## src/rtl/if_fetch_unit_pkg.sv

```systemverilog
// Shared fetch-stage definitions: datapath width, PC step, bubble word and FSM states.
package if_fetch_unit_pkg;

  localparam int unsigned XLEN = 32;

  localparam logic [XLEN-1:0] PC_INC   = XLEN'(4);
  localparam logic [XLEN-1:0] NOP_WORD = XLEN'(0);

  typedef enum logic [1:0] {
    FETCH   = 2'd0,
    HOLD    = 2'd1,
    DISCARD = 2'd2
  } fetch_state_e;

endpackage

```

## src/rtl/if_fetch_unit.sv

```systemverilog
// Instruction-fetch stage: owns the PC, talks req/ready to instruction memory and
// feeds the IF/ID register one PC/instruction pair (or a zero bubble) per cycle.
module if_fetch_unit
  import if_fetch_unit_pkg::*;
#(
  parameter logic [XLEN-1:0] RESET_PC  = XLEN'(0),
  parameter logic [XLEN-1:0] NOP_INSTR = NOP_WORD
) (
  input  logic            clk,
  input  logic            rst,
  input  logic            freeze,
  input  logic            branch_taken,
  input  logic [XLEN-1:0] branch_addr,
  output logic            imem_req,
  output logic [XLEN-1:0] imem_addr,
  input  logic            imem_ready,
  input  logic [XLEN-1:0] imem_rdata,
  output logic [XLEN-1:0] PC_out,
  output logic [XLEN-1:0] instruction_out,
  output logic            valid_out
);

  fetch_state_e    state_q, state_d;
  logic [XLEN-1:0] pc_q, pc_d;
  logic [XLEN-1:0] hold_instr_q, hold_instr_d;
  logic [XLEN-1:0] hold_pc_q, hold_pc_d;
  logic [XLEN-1:0] redirect_pc_q, redirect_pc_d;
  logic [XLEN-1:0] pc_next;

  assign pc_next = pc_q + PC_INC;

  always_ff @(posedge clk or posedge rst) begin
    if (rst) begin
      state_q       <= FETCH;
      pc_q          <= RESET_PC;
      hold_instr_q  <= '0;
      hold_pc_q     <= '0;
      redirect_pc_q <= '0;
    end else begin
      state_q       <= state_d;
      pc_q          <= pc_d;
      hold_instr_q  <= hold_instr_d;
      hold_pc_q     <= hold_pc_d;
      redirect_pc_q <= redirect_pc_d;
    end
  end

  // Next-state and combinational outputs; a branch always turns the cycle into a bubble.
  always_comb begin
    state_d         = state_q;
    pc_d            = pc_q;
    hold_instr_d    = hold_instr_q;
    hold_pc_d       = hold_pc_q;
    redirect_pc_d   = redirect_pc_q;
    imem_req        = 1'b0;
    imem_addr       = pc_q;
    PC_out          = '0;
    instruction_out = NOP_INSTR;
    valid_out       = 1'b0;

    unique case (state_q)
      FETCH: begin
        imem_req = 1'b1;
        if (imem_ready) begin
          if (branch_taken) begin
            pc_d = branch_addr;
          end else if (freeze) begin
            hold_instr_d = imem_rdata;
            hold_pc_d    = pc_next;
            pc_d         = pc_next;
            state_d      = HOLD;
          end else begin
            PC_out          = pc_next;
            instruction_out = imem_rdata;
            valid_out       = 1'b1;
            pc_d            = pc_next;
          end
        end else if (branch_taken) begin
          // Request already in flight: let it finish, then drop its data.
          redirect_pc_d = branch_addr;
          state_d       = DISCARD;
        end
      end

      HOLD: begin
        if (branch_taken) begin
          pc_d         = branch_addr;
          hold_instr_d = '0;
          hold_pc_d    = '0;
          state_d      = FETCH;
        end else begin
          PC_out          = hold_pc_q;
          instruction_out = hold_instr_q;
          valid_out       = 1'b1;
          if (!freeze) state_d = FETCH;
        end
      end

      DISCARD: begin
        imem_req = 1'b1;
        if (branch_taken) redirect_pc_d = branch_addr;
        if (imem_ready) begin
          pc_d    = branch_taken ? branch_addr : redirect_pc_q;
          state_d = FETCH;
        end
      end

      default: state_d = FETCH;
    endcase

    if (rst) begin
      imem_req        = 1'b0;
      PC_out          = '0;
      instruction_out = NOP_INSTR;
      valid_out       = 1'b0;
    end
  end

endmodule

```

## config.mk

```make
export PLATFORM = sky130hd
export DESIGN_NAME = if_fetch_unit
export DESIGN_NICKNAME = d
export VERILOG_FILES = /design/src/rtl/if_fetch_unit_pkg.sv /design/src/rtl/if_fetch_unit.sv
export SDC_FILE = /design/constraint.sdc
export NUM_CORES = 1
export LEC_CHECK = 0
export ABC_AREA = 0
export CAP_MARGIN = 20
export CORE_AREA = 2 2 167 153
export CTS_CLUSTER_DIAMETER = 60
export DETAILED_ROUTE_END_ITERATION = 16
export DIE_AREA = 0 0 169 155
export GPL_TIMING_DRIVEN = 0
export PLACE_DENSITY = 0.49
export SYNTH_ARGS = -nofsm -noshare
export SYNTH_HDL_FRONTEND = slang
export SYNTH_SLANG_ARGS = --single-unit
```

## constraint.sdc

```tcl
create_clock -name clk -period 8.5 [get_ports clk]
set_input_delay 1.7 -clock clk [delete_from_list [all_inputs] [get_ports clk]]
set_output_delay 1.7 -clock clk [all_outputs]
set_load 0.02 [all_outputs]
```

==> flow_metrics.env, run 1 <==
export IMPL_crit_path_start_kind="input pin"
export IMPL_final_core_util_pct=40.2
export IMPL_multi_input_area_um2=3670
export IMPL_die_height_um=155
export IMPL_yosysUniqueCellTypes=52
export IMPL_post_cts_buffers=0
export IMPL_critPathMostFrequentCell="clkdlybuf4s50_1"
export IMPL_avgSynthCellArea_um2=9.21
export IMPL_critical_path_arrival_ns=4.93
export IMPL_setup_viol=0
export IMPL_cts_resized=0
export IMPL_core_um2=24600
export IMPL_place_gp_congestion=0.853
export IMPL_area_growth_pct=37.3
export IMPL_cp_end_kind="primary output"
export IMPL_status="finished clean"
export IMPL_critPathBufInv=4
export IMPL_post_route_period_util_pct=78.0
export IMPL_crit_slowest_cell="clkdlybuf4s50_1"
export IMPL_grt_max_degree=73
export IMPL_grt_pass1_vias=6627
export IMPL_synth_commonest_cells="dfrtp_1, nand2_1, nor2_1, o21ai_0, clkbuf_1"
export IMPL_antenna_found_initial=0
export IMPL_worst_pin_slew_ns=1.27
export IMPL_clk_latency_ns=0.43
export IMPL_ant_nets=0
export IMPL_cts_buffers=17
export IMPL_yosysWarningCount=0
export IMPL_hp_class="reg2reg"
export IMPL_synthesis_instances=783
export IMPL_cts_buffer_depth=2
export IMPL_cpLargestDelayFamily="buffers and inverters"
export IMPL_grt_pass1_wl_um=40800
export IMPL_cts_sinks=130
export IMPL_synth_nets=856
export IMPL_path_max_fanout=72
export IMPL_grt_usage_pct=20.3
export IMPL_placed_cells=1263
export IMPL_synth_ff_type="dfrtp_1"
export IMPL_synthTopCellsByArea="dfrtp_1, mux2_2, a22o_1"
export IMPL_clk_pin_slew_ns=0.06
export IMPL_post_dp_hpwl_um=19200
export IMPL_tritoncts="done"
export IMPL_power_density_nw_per_um2=359
export IMPL_slowest_delay_ns=0.67
export IMPL_antenna_cells=0
export IMPL_grt_setup_unrepaired="false"
export IMPL_drcViolationCount=0
export IMPL_hold_buffers=0
export IMPL_drtIter0Drc=498
export IMPL_dr_pass1_iters=6
export IMPL_cts_max_level=4
export IMPL_start_util_pct=29.3
export IMPL_whs_ns=0.478
export IMPL_vias=6935
export IMPL_drive_gt1_share_pct=8.84
export IMPL_netlist_area_um2=7210
export IMPL_wl_per_cell_um=20.4
export IMPL_final_nets=1044
export IMPL_grt_overflow_total=0
export IMPL_die_area_um2=26200
export IMPL_yosysTopAreaCell="dfrtp_1"
export IMPL_slew_headroom_pct=15.6
export IMPL_postSynth_asyncResetShare_pct=100
export IMPL_stdcell_count=1297
export IMPL_yosysMostFrequentCell="dfrtp_1"
export IMPL_hold_viol=0
export IMPL_synth_edf_count=0
export IMPL_slew_violations=0
export IMPL_clockRootBuffer="clkbuf_16"
export IMPL_crit_chain="clkdlybuf4s50_1 > inv_6 > o21ai_1 > nand2b_1 > clkbuf_1 > o21ai_0 > clkdlybuf4s50_1"
export IMPL_ys_seq_elements=130
export IMPL_fp_dieW_um=169
export IMPL_num_fill_cells=2504
export IMPL_path_class="in2out"
export IMPL_regArea_um2=3250
export IMPL_rows=55
export IMPL_routed_via_density=5.35
export IMPL_wl_um=26500
export IMPL_portBuffers=165
export IMPL_fmax_mhz=151
export IMPL_period_minus_slack_ns=6.63
export IMPL_cp_data_required_time_ns=6.80
export IMPL_drv_cap=0
export IMPL_synth_top_area_share_pct=45.1
export IMPL_p_leak_nw=3.87
export IMPL_finClkSkew_ns=0.0103
export IMPL_io_pins=167
export IMPL_peakVddDrop_uv=134
export IMPL_ys_seq_area_share_pct=45.1
cell families after synthesis:
logic type                 share of synthesized area, %
AOI/OAI and AO/OA                                  26.2
xor gates and xnor gates                           3.40
and+or+nand+nor                                    14.4
buffers and inverters                              4.08
adders and majority gates                         0.694
DFF                                                45.1
muxes                                              6.05
worst reg2reg max path: stages (launching register included):
cell and delay, ns:
dfrtp_1 0.43, inv_1 0.09, ha_1 0.27, clkbuf_1 0.41, inv_1 0.19, a221oi_1 1.08, clkbuf_1 0.54, o31ai_1 0.16
a22o_1 0.25
sequential cells by signal, summed over array words and instances, names as in the netlist:
| name | count |
|---|---|
| hold_instr_q | 32 |
| hold_pc_q | 32 |
| imem_addr | 32 |
| redirect_pc_q | 32 |
| state_q | 2 |
layout make-up:
type	count	area share, %
sequential	130	32.9
multi-input combinational	576	37.0
clock buffer	17	4.30
inverter	11	0.468
buffer	66	2.55
tap	313	3.96
clock inverter	15	1.68
timing repair buffer	169	17.2
per-stage QoR:
step	instance area, um2	TNS (ns)	worst slack, ns	total power, mW
2_1_floorplan	7210	0	0.567	2.15
3_3_place_gp	9260	-176.45	-3.20	2.79
3_5_place_dp	9300	0	1.79	2.81
4_1_cts	9890	0	1.76	3.56
5_1_grt	9900	0	1.53	3.79
6_report	9900	0	1.87	3.56
placed cells by master, fill, tap and decap left out, types with 10 or more instances in the layout:
cell type / n
xnor2_1: 14
nor2_1: 73
clkdlybuf4s50_1: 165
xor2_1: 14
clkbuf_16: 17
dfrtp_1: 130
clkbuf_1: 56
a21oi_1: 43
nand2_1: 95
nand3_1: 13
nand4_1: 10
a22oi_1: 49
a22o_1: 45
a221oi_1: 11
mux2_2: 37
o21ai_0: 64
report_power, final:
part | switching [mW] | total [mW] | internal [mW]
logic | 0.958 | 1.65 | 0.692
registers | 0.252 | 1.16 | 0.912
clock network | 0.327 | 0.744 | 0.417
layer usage:
| metal | part of all wire (%) | GRT usage, % | vias up |
|---|---|---|---|
| met3 | 5.9 | 3.64 | 20 |
| met2 | 45 | 30.9 | 220 |
| met1 | 48 | 29.9 | 3427 |
| met5 | 0 | 0 | - |
| met4 | 1.1 | 4.72 | 0 |
| li1 | - | - | 3268 |
path summary, 6_finish.rpt:
path	from	slack, ns	to	depth (start not counted)
setup / recovery	rst	1.87	PC_out[13]	7
hold / removal	hold_pc_q[18]$_DFFE_PP0P_	0.48	hold_pc_q[18]$_DFFE_PP0P_	2
setup reg to reg	state_q[0]$_DFFE_PP0P_	4.98	imem_addr[15]$_DFFE_PP0P_	8
hold reg to reg	hold_pc_q[18]$_DFFE_PP0P_	0.48	hold_pc_q[18]$_DFFE_PP0P_	2
max in group asynchronous	rst	5.91	hold_pc_q[27]$_DFFE_PP0P_	3
min in group asynchronous	rst	1.84	hold_instr_q[27]$_DFFE_PP0P_	2
No activity file was read; power rests on OpenSTA's default activity.
==> inputs of run 2 (changes only) <==
==> constraint.sdc (replaced) <==
create_clock -name clk -period 6.5 [get_ports clk]
set_input_delay 1.3 -clock clk [delete_from_list [all_inputs] [get_ports clk]]
set_output_delay 1.3 -clock clk [all_outputs]
set_load 0.02 [all_outputs]
==> flow_metrics.env, run 2 (synthesis gave the netlist of run 1 again) <==
export IMPL_status="finished clean"
export IMPL_tritoncts="done"
export IMPL_highest_layer="met4"
export IMPL_clockRootBuffer="clkbuf_16"
export IMPL_portBuffers=165
export IMPL_clk_latency_ns=0.43
export IMPL_dr_wl_met3_um=1250
export IMPL_drive_gt1_share_pct=9.03
export IMPL_p_comb_share_pct=45.9
export IMPL_power_density_nw_per_um2=470
export IMPL_path_max_fanout=23
export IMPL_grt_max_degree=34
export IMPL_grt_pass1_wl_um=41000
export IMPL_post_route_period_util_pct=90.8
export IMPL_final_nets=1046
export IMPL_die_area_um2=26200
export IMPL_wl_met2_um=11800
export IMPL_antenna_cells=0
export IMPL_wl_met1_um=12900
export IMPL_start_util_pct=29.3
export IMPL_worst_pin_slew_ns=1.17
export IMPL_crit_path_start_kind="input pin"
export IMPL_layout_commonest_cell="clkdlybuf4s50_1"
export IMPL_p_leak_nw=3.89
export IMPL_grt_setup_unrepaired="false"
export IMPL_post_dp_hpwl_um=19400
export IMPL_slew_violations=0
export IMPL_peakVddDrop_uv=195
export IMPL_tns_ns=0
export IMPL_period_minus_slack_ns=5.91
export IMPL_post_cts_buffers=0
export IMPL_stdcell_count=1299
export IMPL_wl_um=26400
export IMPL_antenna_found_initial=0
export IMPL_drcViolationCount=0
export IMPL_clock_power_share_pct=21.7
export IMPL_cp_end_kind="primary output"
export IMPL_cp_data_required_time_ns=5.20
export IMPL_die_height_um=155
export IMPL_fp_dieW_um=169
export IMPL_wl_per_cell_um=20.3
export IMPL_final_cell_mix="clkdlybuf4s50_1, dfrtp_1, nand2_1, nor2_1, o21ai_0"
export IMPL_slew_headroom_pct=22.1
export IMPL_drv_cap=0
export IMPL_path_class="in2out"
export IMPL_dr_pass1_iters=7
export IMPL_hold_buffers=0
export IMPL_place_gp_congestion=0.837
export IMPL_placed_cells=1266
export IMPL_internal_power_mw=2.72
export IMPL_cts_buffer_depth=2
export IMPL_switching_share_pct=42.1
export IMPL_power_switching_mw=1.98
export IMPL_routed_via_density=5.32
export IMPL_rows=55
export IMPL_hold_viol=0
export IMPL_grt_pass1_vias=6599
export IMPL_cts_resized=0
export IMPL_p_seq_share_pct=32.4
export IMPL_finClkSkew_ns=0.0140
export IMPL_fmax_mhz=169
export IMPL_setup_viol=0
export IMPL_area_growth_pct=38.3
export IMPL_cts_max_level=4
export IMPL_grt_usage_pct=20.5
export IMPL_grt_overflow_total=0
export IMPL_vias=6907
export IMPL_cts_sinks=130
export IMPL_clk_pin_slew_ns=0.06
export IMPL_critical_path_arrival_ns=4.61
export IMPL_core_um2=24600
export IMPL_ant_nets=0
export IMPL_num_fill_cells=2482
export IMPL_hp_class="reg2reg"
export IMPL_cts_buffers=17
export IMPL_io_pins=167
export IMPL_drtIter0Drc=490
## run 2: cell types whose count changed in the layout (fill, tap and decap cells not counted), sizes merged
cell,previous run,this run
buf,13,15
clkbuf,74,75
clkinvlp,1,5
bufinv,1,3
inv,18,11
## run 2: final cells by class
type | instances | area [um2] | area share (%)
Timing Repair Buffer | 171 | 1750 | 17.5
Clock buffer | 18 | 439 | 4.40
Inverter | 11 | 45.0 | 0.451
Sequential cell | 130 | 3250 | 32.6
Clock inverter | 14 | 181 | 1.82
Buffer | 66 | 253 | 2.53
Tap cell | 313 | 392 | 3.93
Multi-Input combinational cell | 576 | 3670 | 36.8
## run 2: final timing paths
path / cells after the start / to / slack, ns / start
worst max register to register: 9 / imem_addr[10]$_DFFE_PP0P_ / 3.11 / state_q[0]$_DFFE_PP0P_
min in group asynchronous: 2 / redirect_pc_q[9]$_DFFE_PP0P_ / 1.38 / rst
worst min register to register: 2 / hold_pc_q[21]$_DFFE_PP0P_ / 0.48 / hold_pc_q[21]$_DFFE_PP0P_
worst min-delay path: 2 / hold_pc_q[21]$_DFFE_PP0P_ / 0.48 / hold_pc_q[21]$_DFFE_PP0P_
worst max-delay path: 7 / PC_out[13] / 0.59 / rst
max in group asynchronous: 3 / imem_addr[28]$_DFFE_PP0P_ / 4.54 / rst
## run 2: per-layer routing
metal / up-vias / track usage (%)
met2: 225 / 30.7
li1: 3261 / -
met5: - / 0
met1: 3392 / 30.4
met4: 0 / 6.27
met3: 29 / 3.10
## run 2: critical path, cell delays in order
cell	delay [ns]
clkdlybuf4s50_1	0.56
clkinvlp_4	0.55
o21ai_1	0.71
nand2b_1	0.28
clkbuf_1	0.35
o21ai_0	0.25
clkdlybuf4s50_1	0.59
## run 2: power by group through the flow
stage / logic, mW / registers [mW] / clock network (mW)
after CTS: 2.15 / 1.52 / 1.04
final: 2.15 / 1.52 / 1.02
after global routing: 2.36 / 1.58 / 1.07
after detailed placement: 2.15 / 1.53 / 0
after global placement: 2.13 / 1.52 / 0
after floorplan: 1.26 / 1.55 / 0
## run 2: per-stage QoR
stage / hold WS, ns / instance area (um2) / worst slack [ns] / total power [mW] / utilization [%]
final: 0.480 / 9980 / 0.595 / 4.69 / 40.5
after global routing: 0.502 / 9980 / 0.389 / 5.01 / 40.5
after CTS: 0.483 / 9970 / 0.564 / 4.71 / 40.5
after detailed placement: 0.470 / 9350 / 0.601 / 3.67 / 37.9
after global placement: 0.461 / 9260 / -2.54 / 3.65 / 37.6
after floorplan: 0.450 / 7220 / 0.583 / 2.81 / -
